`src/rtl/alu_muldiv_seq.sv`:
```
// alu_muldiv_seq
//   Multi-cycle 32x32 unsigned multiply / divide sequencer that borrows the
//   shared EX-stage ALU while busy. Multiply is shift-add using ALU ADD;
//   divide is restoring division using ALU SUB. Results land in hi/lo.
//
// Ports
//   clock, reset        rising-edge clock, asynchronous active-high reset
//   start, op, opa, opb request (op: 0 = mul, 1 = div), sampled only in IDLE
//   busy, done          busy while iterating; done is a one-cycle result pulse
//   hi, lo              MUL: product[63:32] / product[31:0]; DIV: rem / quot
//   div_by_zero         divide started with opb == 0, held with hi/lo
//   alu_ctrl/in1/in2    request driven to the shared ALU
//   alu_out             combinational ALU result (same cycle)
module alu_muldiv_seq #(
    parameter int         WIDTH    = 32,
    parameter logic [3:0] CTRL_ADD = 4'd2,
    parameter logic [3:0] CTRL_SUB = 4'd6
) (
    input  logic             clock,
    input  logic             reset,
    input  logic             start,
    input  logic             op,
    input  logic [WIDTH-1:0] opa,
    input  logic [WIDTH-1:0] opb,
    output logic             busy,
    output logic             done,
    output logic [WIDTH-1:0] hi,
    output logic [WIDTH-1:0] lo,
    output logic             div_by_zero,
    output logic [3:0]       alu_ctrl,
    output logic [WIDTH-1:0] alu_in1,
    output logic [WIDTH-1:0] alu_in2,
    input  logic [WIDTH-1:0] alu_out
);

    localparam int CNT_W = $clog2(WIDTH);
    localparam logic [CNT_W-1:0] LAST_CNT = CNT_W'(WIDTH - 1);

    typedef enum logic [1:0] {S_IDLE, S_RUN, S_DONE} state_t;

    state_t           state_q, state_d;
    logic [CNT_W-1:0] count_q, count_d;
    logic             op_q, op_d;
    logic [WIDTH-1:0] hi_q, hi_d;
    logic [WIDTH-1:0] lo_q, lo_d;
    // Multiplicand for MUL, divisor for DIV: never needed at the same time.
    logic [WIDTH-1:0] opnd_q, opnd_d;
    logic             dbz_q, dbz_d;

    logic [WIDTH-1:0] shift_rem;
    logic             carry;
    logic             sub_ok;

    always_ff @(posedge clock or posedge reset) begin
        if (reset) begin
            state_q <= S_IDLE;
            count_q <= '0;
            op_q    <= 1'b0;
            hi_q    <= '0;
            lo_q    <= '0;
            opnd_q  <= '0;
            dbz_q   <= 1'b0;
        end else begin
            state_q <= state_d;
            count_q <= count_d;
            op_q    <= op_d;
            hi_q    <= hi_d;
            lo_q    <= lo_d;
            opnd_q  <= opnd_d;
            dbz_q   <= dbz_d;
        end
    end

    always_comb begin
        state_d  = state_q;
        count_d  = count_q;
        op_d     = op_q;
        hi_d     = hi_q;
        lo_d     = lo_q;
        opnd_d   = opnd_q;
        dbz_d    = dbz_q;
        alu_ctrl = CTRL_ADD;
        alu_in1  = '0;
        alu_in2  = '0;

        // Partial remainder shifted left by one with the next dividend bit;
        // hi_q[WIDTH-1] is the bit that falls off the top (33rd bit of s).
        shift_rem = {hi_q[WIDTH-2:0], lo_q[WIDTH-1]};
        // Carry out of hi + mcand, recovered from the wrapped 32-bit sum.
        carry     = (alu_out < hi_q);
        // If the shifted-out top bit is set the 33-bit remainder is surely
        // >= divisor, and the 32-bit ALU difference is still exact.
        sub_ok    = hi_q[WIDTH-1] | (shift_rem >= opnd_q);

        unique case (state_q)
            S_IDLE: begin
                if (start) begin
                    op_d  = op;
                    dbz_d = 1'b0;
                    if (op && (opb == '0)) begin
                        hi_d    = opa;
                        lo_d    = '1;
                        dbz_d   = 1'b1;
                        state_d = S_DONE;
                    end else begin
                        hi_d    = '0;
                        lo_d    = opa;
                        opnd_d  = opb;
                        count_d = '0;
                        state_d = S_RUN;
                    end
                end
            end

            S_RUN: begin
                if (!op_q) begin
                    alu_ctrl = CTRL_ADD;
                    alu_in1  = hi_q;
                    alu_in2  = opnd_q;
                    // {hi,lo} shifts right one; multiplier bits leave lo[0]
                    // while product bits enter lo[31].
                    if (lo_q[0]) begin
                        hi_d = {carry, alu_out[WIDTH-1:1]};
                        lo_d = {alu_out[0], lo_q[WIDTH-1:1]};
                    end else begin
                        hi_d = {1'b0, hi_q[WIDTH-1:1]};
                        lo_d = {hi_q[0], lo_q[WIDTH-1:1]};
                    end
                end else begin
                    alu_ctrl = CTRL_SUB;
                    alu_in1  = shift_rem;
                    alu_in2  = opnd_q;
                    if (sub_ok) begin
                        hi_d = alu_out;
                        lo_d = {lo_q[WIDTH-2:0], 1'b1};
                    end else begin
                        hi_d = shift_rem;
                        lo_d = {lo_q[WIDTH-2:0], 1'b0};
                    end
                end
                count_d = count_q + 1'b1;
                if (count_q == LAST_CNT) begin
                    state_d = S_DONE;
                end
            end

            S_DONE: begin
                state_d = S_IDLE;
            end

            default: begin
                state_d = S_IDLE;
            end
        endcase
    end

    assign busy        = (state_q == S_RUN);
    assign done        = (state_q == S_DONE);
    assign hi          = hi_q;
    assign lo          = lo_q;
    assign div_by_zero = dbz_q;

endmodule
```
`config.mk`:
```
export PLATFORM = sky130hd
export DESIGN_NAME = alu_muldiv_seq
export DESIGN_NICKNAME = d
export VERILOG_FILES = /design/src/rtl/alu_muldiv_seq.sv
export SDC_FILE = /design/constraint.sdc
export NUM_CORES = 1
export LEC_CHECK = 0
export ABC_AREA = 1
export BUFFER_PORTS_ARGS = -buffer_cell sky130_fd_sc_hd__buf_4
export CAP_MARGIN = 10
export CORE_ASPECT_RATIO = 1.75
export CORE_UTILIZATION = 48
export CTS_CLUSTER_SIZE = 25
export DETAILED_ROUTE_END_ITERATION = 8
export PLACE_DENSITY = 0.78
export SLEW_MARGIN = 20
export SYNTH_ARGS = -nofsm -noshare
export SYNTH_HDL_FRONTEND = slang
export SYNTH_SLANG_ARGS = --single-unit
```
`constraint.sdc`:
```
create_clock -name clock -period 2.9 [get_ports clock]
set_input_delay 0.145 -clock clock [delete_from_list [all_inputs] [get_ports clock]]
set_output_delay 0.145 -clock clock [all_outputs]
set_load 0.01 [all_outputs]
```
* Word-level counts from Yosys, hierarchy flattened
Cells that the tools add are included.
Widths: inputs -> output; s select.
** Word-level totals
- Register bits after elaboration :: 105
- Input bits :: 100
- Output and inout bits :: 135
- Logic and storage cells :: 52
** Cells by class
- $add $sub $neg :: 1
- Magnitude comparators :: 2
- Eq/ne operators :: 6
- Multiplexer cells :: 25
- Bitwise logic cells :: 2
- Reductions and logical operators :: 9
** Operators by type and width (count)
- $mux 32 :: 12
- $pmux 32 s2 :: 2
- $ge 32x32->1 :: 1
- $logic_not 32->1 :: 1
- $lt 32x32->1 :: 1
- $mux 5 :: 2
- $pmux 5 s2 :: 1
- $mux 2 :: 3
- $mux 3 :: 2
- $reduce_and 2->1 :: 3
- $reduce_and 3->1 :: 2
- $add 5x1->5 const B :: 1
- $eq 5x5->1 const B :: 1
- $ne 2x2->1 const B :: 2
- $pmux 2 s2 :: 1
- $eq 2x1->1 const B :: 1
- $eq 2x2->1 const B :: 1
- $logic_not 2->1 :: 1
- $mux 1 :: 2
- $ne 2x1->1 const B :: 1
- $reduce_bool 2->1 :: 1
- $logic_and 1x1->1 :: 1
- $not 1->1 :: 1
- $or 1x1->1 :: 1

* Logic depth before layout (Yosys ltp)
Gate-level depths: netlist (run 1).
- Depth after elaboration :: 5
- Gate-level depth with buffers :: 20
- Gate-level depth less buffers :: 19

* Worst setup path before layout (run 1)
No wires, ideal clock.
- Kind :: reg2reg
- Start :: register hi_q[26], in the netlist hi[26]
- End :: register lo_q[0], in the netlist lo[0]
- Setup time :: 135 ps
- Arrival time :: 1844 ps
- Required time :: 2765 ps
- Path slack :: 922 ps
- Stages on the path, launching flop included :: 17
- Buffers on the path :: 1
- Period minus slack after synthesis :: 1978 ps
- Cells stage by stage :: dfrtp_1 > ha_1 > nand2_1 > inv_1 > nand2_1 > nand2_1 > nand2_1 > nand2_1 > nand2_1 > nand2_1 > nor2_1 > nand2_4 > nand2_4 > buf_6 > o21ai_0 > nor2_1 > o22ai_1
** On the way
- Word-level cells in the longest chain between the ends :: 5
** RTL lines
- from (decl) :: line 44 : logic [WIDTH-1:0] hi_q, hi_d;
- from (signal assigned) :: line 67 : hi_q <= hi_d;
- $ge 32x32->1 :: line 93 : sub_ok = hi_q[WIDTH-1] | (shift_rem >= opnd_q);
- $or 1x1->1 :: line 93
- $mux 1 :: line 133 : if (sub_ok) begin
- $mux 32 :: line 116 : if (!op_q) begin
- $pmux 32 s2 :: line 95 : unique case (state_q)
- to (signal assigned) :: line 68 : lo_q <= lo_d;
- to (decl) :: line 45 : logic [WIDTH-1:0] lo_q, lo_d;
Every way passes these cells.
A chain may end at the register's enable or synchronous reset.

* Worst setup path after layout (run 1)
- Start :: register hi_q[28], in the netlist hi[28]
- End :: register hi_q[12], in the netlist hi[12]
** On the way
- Word-level cells in the longest chain between the ends :: 5
** RTL lines (line)
- $ge 32x32->1 :: 93
- $or 1x1->1 :: 93
- $mux 32 :: 133
- $mux 32 :: 116
- $pmux 32 s2 :: 95
Every way passes these cells.

==> key figures, run 1 <==
Critical path
  – Critical path arrival: 2820 ps
  – WP data required: 3180 ps
  – Critical R2R Launch: hi[28]$_DFFE_PP0P_
  – CP most frequent cell: nand2_1
  – CP endpoint kind: flop
  – Crit Path Max Fanout: 32
  – Cells on worst reg2reg path: 13
  – Critical Path Max Stage Delay: 460 ps
  – Slowest CP cell: dfrtp_1
  – Reg2reg setup slack: 350 ps
  – Worst path cell trace: ha_1, nand2_1, nor2_1, nand4_1, nor3b_2, nand2_1, nand2_4, nand2_4, nand2_1, nand2_1, nand2_1, nand2_1, a21oi_1
  – Reg-to-reg endpoint: hi[12]$_DFFE_PP0P_
  – CP startpoint kind: flop
  – Worst Setup Path Type: reg -> reg

Synthesis
  – Register area share after synthesis: 31.9%
  – Distinct cell type count after synthesis: 41
  – Mapped Cells: 1259
  – Seq cells post-synth: 105
  – Ys flop type: dfrtp_1
  – Post-synthesis cell area: 0.00824 sq mm
  – Syn Area/Cell: 6.55 sq um
  – Ys Warns: 0
  – Async SR Flop Fraction: 100%
  – Number of synthesized flops with an enable pin: 0

Global route
  – Global Route Usage Sum: 31.3%
  – Remaining Overflow, GRT: 0
  – Number of global-route vias before repair: 8700
  – Initial antenna violation count: 0
  – Maximum number of pins on one net before global-route repair: 88
  – Global-route wire length before repair: 43.0 mm

Die
  – Die area: 0.0177 sq mm
  – Initial core utilization: 48.9%
  – Core box area: 0.0169 sq mm
  – Die H: 175 um
  – Die X: 101 um
  – # rows: 63
  – I/O pins: 235

Cells and area
  – Post-route cell area: 0.0105 sq mm
  – Antenna Cells: 0
  – Finished Layout Cells: 1690
  – Most common cell after layout, fill and taps aside: nand2_1
  – Commonest non-fill, non-tap cells in the layout: nand2_1 (350), buf_4 (255), inv_1 (170), nor2_1 (159), a21oi_1 (137)
  – Fillers: 1632
  – Layout cells sized above 1: 19.8%
  – Synthesis-to-finish area growth: 26.9%
  – Final net count: 1623

Clock network
  – Clock Tree Buf Depth: 2
  – Clock Latency Late Sink: 370 ps
  – Clock transition at the registers of the reported paths: 90 ps
  – CTS Buf Count: 9
  – Clk root buf: clkbuf_16
  – Number of clock sinks: 105
  – CTS tree: yes
  – # resized after CTS: 0
  – H-tree depth: 3

Min path
  – Hold Path End: opnd_q[29]$_DFFE_PP0P_
  – Hold Crit Start: opb[29]
  – Hold-critical path depth: 3
  – Hold Crit Class: in -> reg

Routing
  – DRC viols: 0
  – DR WL/cell: 16.4 um
  – DRT iter0 DRCs: 564
  – Post-Route WL: 27.8 mm
  – Pre-antenna DRT Iters: 7
  – Vias: 9230
  – Remaining antenna violation count after routing: 0
  – Drt via density: 5.46

STA
  – Worst-Margin Slew: 954 ps
  – Fmax: 393 MHz
  – Clk_skew: 15.8 ps
  – Final worst slack: 354 ps
  – Slew HR: 36.2%
  – Fin. max-slew vios: 0
  – Setup violations, final: 0
  – Setup TNS: 0 ps
  – Final hold vios: 0
  – Final cycle utilization of the critical path: 87.8%
  – Fin crit period: 2550 ps
  – RSZ-0062 raised after global routing: false

Job
  – Max Cap Viol: 0

Pwr
  – VDD IR max: 0.763 mV
  – Pwr/cell area: 1280 mW/mm^2
  – P_leak: 5.65 nW

Placed design
  – Pre-CTS WS: 379 ps
  – IO Port Bufs: 231
  – Placed Cells: 1671
  – Dpl cell area: 0.0101 sq mm
  – GPL Wtd Cong: 0.924
  – Post-DP HPWL: 20.8 mm

Outcome
  – Status: finished, final reports clean
-- final cells by class --
class	instances	area, sq um	share of cell area [%]
clock buffers	9	225	2.15
clock inverters	7	77.6	0.742
inverters	175	663	6.34
multi-input cells	908	4610	44.1
flip-flops and latches	105	2630	25.1
well taps	227	284	2.72
repair buffers	259	1960	18.8
-- power breakdown --
part           switching (W)  leakage [nW]  internal, W
Clock               0.000674         0.147     0.000620
Sequential          0.000615          1.28      0.00221
Combinational        0.00573          4.23      0.00357
Total                0.00702          5.65      0.00639
-- state kept, by name, indices dropped and copies added, names as in the netlist --
signal and flops:
op_q 1, opnd_q 32, lo 32, count_q 5
state_q 2, hi 32, div_by_zero 1
-- synth_stat cells (4+ instances only) --
| master | n | area share (%) |
|---|---|---|
| clkbuf_1 | 36 | 1.6 |
| nor2_1 | 162 | 7.4 |
| inv_1 | 171 | 7.8 |
| buf_1 | 7 | 0.32 |
| ha_1 | 65 | 9.9 |
| nand3_1 | 8 | 0.49 |
| nor4_1 | 4 | 0.30 |
| buf_4 | 4 | 0.36 |
| dfrtp_1 | 105 | 32 |
| a31oi_1 | 10 | 0.76 |
| a21oi_1 | 137 | 8.3 |
| buf_2 | 17 | 1.0 |
| nand4_1 | 5 | 0.38 |
| a22oi_1 | 11 | 1.0 |
| nand2_1 | 350 | 16 |
| buf_6 | 8 | 1.1 |
| o21ai_1 | 29 | 1.8 |
| o22ai_1 | 33 | 2.5 |
| o21ai_0 | 58 | 3.5 |
| a32oi_1 | 10 | 1.1 |
-- worst max-delay path: cells and delay by family (launching register included) --
family / cells / cell delay, ps
simple gates: 11 / 1490
flops: 1 / 460
fa+ha+maj: 1 / 340
compound gates: 1 / 150
-- cell families after synthesis --
family	synth area share [%]
compound gates	19.9
flops	31.9
xor+xnor	0.106
other cells	0.0911
buf+inv	12.4
simple gates	25.7
fa+ha+maj	9.87
-- how the worst max path moves through the flow --
stage                              end  slack (ps)          startpoint
finish              hi[12]$_DFFE_PP0P_         350  hi[28]$_DFFE_PP0P_
detailed placement  hi[14]$_DFFE_PP0P_         380  hi[28]$_DFFE_PP0P_
CTS                 hi[14]$_DFFE_PP0P_         350  hi[28]$_DFFE_PP0P_
global route         hi[8]$_DFFE_PP0P_         120  hi[14]$_DFFE_PP0P_
global placement    hi[14]$_DFFE_PP0P_         450  hi[28]$_DFFE_PP0P_
floorplan            lo[0]$_DFFE_PP0P_         920  hi[26]$_DFFE_PP0P_
-- stage by stage --
stage | power, W | util (%) | hold slack [ps]
3_3_place_gp | 0.0118 | 60.0 | 366
2_1_floorplan | 0.00872 | - | 266
6_report | 0.0134 | 62.0 | 5.50
3_5_place_dp | 0.0120 | 60.0 | 373
4_1_cts | 0.0134 | 62.0 | 0.386
5_1_grt | 0.0146 | 62.0 | 15.7
-- repair_timing --
item / in CTS / in global routing
setup buffers: 0 / 0
hold endpoints to repair: 3 / 0
hold buffers: 3 / 0
-- layer usage --
metal	vias up	track usage [%]	wire length, um
met5	-	0	0
met4	0	18.4	1530
met3	102	4.22	1890
met2	430	54.0	14100
met1	4251	36.4	10200
li1	4447	-	-
Note: power is estimated with default switching activity, not from simulation.
==> run 2: changes to the inputs <==
CORE_UTILIZATION = 45   (was 48)
PLACE_DENSITY = 0.73   (was 0.78)
SKIP_LAST_GASP = 1   (was unset)
==> run 2 against run 1 <==
The run now ends with DRC left; sequential power is essentially flat; highest routed layer unchanged; clock power barely moved; sequential cell count did not move; clock skew decreased by 2.8 ps; largest power group unchanged; setup slack got worse by 55 ps; cell count is 0.36% higher; maximum frequency decreased by 2.1%; non-clock buffer count down 1; largest cell class unchanged.
==> key figures, run 2 (synthesis results as in run 1) <==
Outcome
  – Status: complete, but fails checks
  – Failing checks: DRC

Critical path
  – WP data required: 3160 ps (-20 ps)
  – Crit path launch: hi[13]$_DFFE_PP0P_
  – Crit Path Max Fanout: 32 (unchanged)
  – Worst Setup Path Type: reg -> reg
  – Critical path arrival: 2860 ps (+40 ps)
  – Critical R2R Launch: hi[13]$_DFFE_PP0P_
  – CP startpoint kind: flop
  – CP endpoint kind: flop

Placed design
  – GPL Wtd Cong: 0.932 (+0.92%)
  – Post-DP HPWL: 21.3 mm (+2.4%)
  – IO Port Bufs: 231 (unchanged)
  – Pre-CTS WS: 309 ps (-70.2 ps)

Clock network
  – Clock transition at the registers of the reported paths: 80 ps (about the same)
  – Clock Latency Late Sink: 350 ps (-20 ps)
  – CTS tree: yes
  – Number of clock sinks: 105 (unchanged)
  – Clk root buf: clkbuf_16
  – Clock Tree Buf Depth: 2 (unchanged)
  – CTS Buf Count: 9 (unchanged)
  – H-tree depth: 3 (unchanged)

Routing
  – Pre-antenna DRT Iters: 9 (+2)
  – Remaining antenna violation count after routing: 0 (unchanged)
  – DRC viols: 2 (+2)
  – Post-Route WL: 28.2 mm (+1.6%)
  – DR WL/cell: 16.6 um (+1.2%)
  – Drt via density: 5.33 (-2.4%)
  – Vias: 9042 (-2.0%)
  – DRT iter0 DRCs: 526 (-6.7%)

Min path
  – Hold Crit Class: in -> reg
  – Hold Crit Start: opb[11]

Global route
  – Global Route Usage Sum: 30.1% (-1.2 points)
  – Remaining Overflow, GRT: 0 (unchanged)
  – Number of global-route vias before repair: 8674 (-0.30%)
  – Maximum number of pins on one net before global-route repair: 89 (+1.1%)
  – Initial antenna violation count: 0 (unchanged)
  – Global-route wire length before repair: 44.8 mm (+4.1%)

Die
  – Core box area: 0.0180 sq mm (+6.5%)
  – Die X: 104 um (+3.2%)
  – Initial core utilization: 45.8% (-3.0 points)
  – Die area: 0.0189 sq mm (+6.6%)
  – I/O pins: 235 (unchanged)
  – # rows: 65 (+3.2%)
  – Die H: 181 um (+3.2%)

Pwr
  – Int Power: 0.00641 W (+0.27%)
  – NetSw: 0.00703 W (about the same)
  – Combinational power share: 69.4% (about the same)
  – P_leak: 5.66 nW (+0.20%)
  – Clock Power Share: 9.4% (-0.2 points)
  – Flop pwr share: 21.2% (+0.2 points)
  – Pwr/cell area: 1280 mW/mm^2 (-0.16%)
  – VDD IR max: 0.690 mV (-9.5%)
  – Switch share: 52.3% (about the same)

STA
  – Slew HR: 39.6% (+3.4 points)
  – RSZ-0062 raised after global routing: false
  – Setup violations, final: 0 (unchanged)
  – Final hold vios: 0 (unchanged)
  – Fin crit period: 2600 ps (+54.7 ps)
  – Fin. max-slew vios: 0 (unchanged)
  – Clk_skew: 13.0 ps (-2.83 ps)
  – Final worst slack: 299 ps (-54.7 ps)
  – Worst-Margin Slew: 904 ps (-50.4 ps)
  – Setup TNS: 0 ps (unchanged)
  – Final cycle utilization of the critical path: 89.7% (+1.9 points)
  – Worst hold slack: 9.81 ps (+4.31 ps)
  – Fmax: 384 MHz (-2.1%)

Cells and area
  – Antenna Cells: 0 (unchanged)
  – Most common cell after layout, fill and taps aside: nand2_1
  – Commonest non-fill, non-tap cells in the layout: nand2_1 (350), buf_4 (252), inv_1 (170), nor2_1 (159), a21oi_1 (137)
  – Final net count: 1622 (-0.062%)
  – Synthesis-to-finish area growth: 27.3%
  – Layout cells sized above 1: 19.8% (about the same)
  – Fin util: 58.4% (-3.6 points)

Job
  – Max Cap Viol: 0 (unchanged)
==> run 2: cell count changes in the layout (fill, tap and decap cells not counted) <==
| cell | change |
|---|---|
| clkinv_4 | +1 |
| buf_12 | +3 |
| inv_8 | -1 |
| inv_6 | +1 |
| dlygate4sd3_1 | -1 |
| clkinvlp_4 | -1 |
| buf_4 | -3 |
==> run 2: worst max-delay path: stages (launching register included) <==
cell,delay (ps)
dfrtp_1,470
ha_1,310
nand2_1,70
nor4_1,440
nand2_1,110
nand2_1,70
nand2_1,100
nand2_4,180
nand2_4,280
nand2_1,140
nand2_1,50
nand2_1,50
nand2_1,50
a21oi_1,160
==> run 2: cell type report <==
type / count / area [sq um]
inverter: 175 / 663
clock buffer: 9 / 225
sequential: 105 / 2630
timing repair buffer: 258 / 1990
multi-input combinational: 908 / 4610
clock inverter: 7 / 76.3
tap: 234 / 293
fill: 1812 / 7480
==> run 2: worst paths after layout <==
check	slack (ps)	cells past startpoint	to
min	10	3	opnd_q[11]$_DFFE_PP0P_
max	300	13	hi[6]$_DFFE_PP0P_
min in group asynchronous	420	3	opnd_q[17]$_DFFE_PP0P_
min reg2reg	520	1	count_q[4]$_DFFE_PP0P_
max in group asynchronous	1670	4	hi[8]$_DFFE_PP0P_
max reg2reg	300	13	hi[6]$_DFFE_PP0P_
==> run 2: layer usage <==
layer	vias up	part of all wire (%)	routed length [um]	global-route usage, %
li1	4451	-	-	-
met1	4209	38	10700	34.7
met2	310	52	14600	53.8
met3	72	5.2	1450	3.28
met4	0	4.9	1390	16.6
met5	-	0	0	0
==> run 2: power groups by stage <==
| stage | combinational [W] | clock (W) | sequential (W) |
|---|---|---|---|
| final | 0.00933 | 0.00127 | 0.00285 |
| after CTS | 0.00933 | 0.00129 | 0.00284 |
| after global placement | 0.00913 | 0 | 0.00285 |
| after detailed placement | 0.00928 | 0 | 0.00286 |
| after global routing | 0.0105 | 0.00134 | 0.00294 |
| after floorplan | 0.00584 | 0 | 0.00288 |
==> run 2: through the flow <==
stage | area, sq um | std cells | total power (W)
finish | 10500 | 1696 | 0.0134
global route | 10500 | 1696 | 0.0148
CTS | 10500 | 1696 | 0.0135
detailed placement | 10200 | 1678 | 0.0121
global placement | 10200 | 1678 | 0.0120
floorplan | 8250 | 1260 | 0.00872
==> run 2: repair_timing <==
item,in CTS,in global routing
hold buffers,2,0
setup buffers,0,0
hold endpoints to repair,23,0
resized for setup,0,0
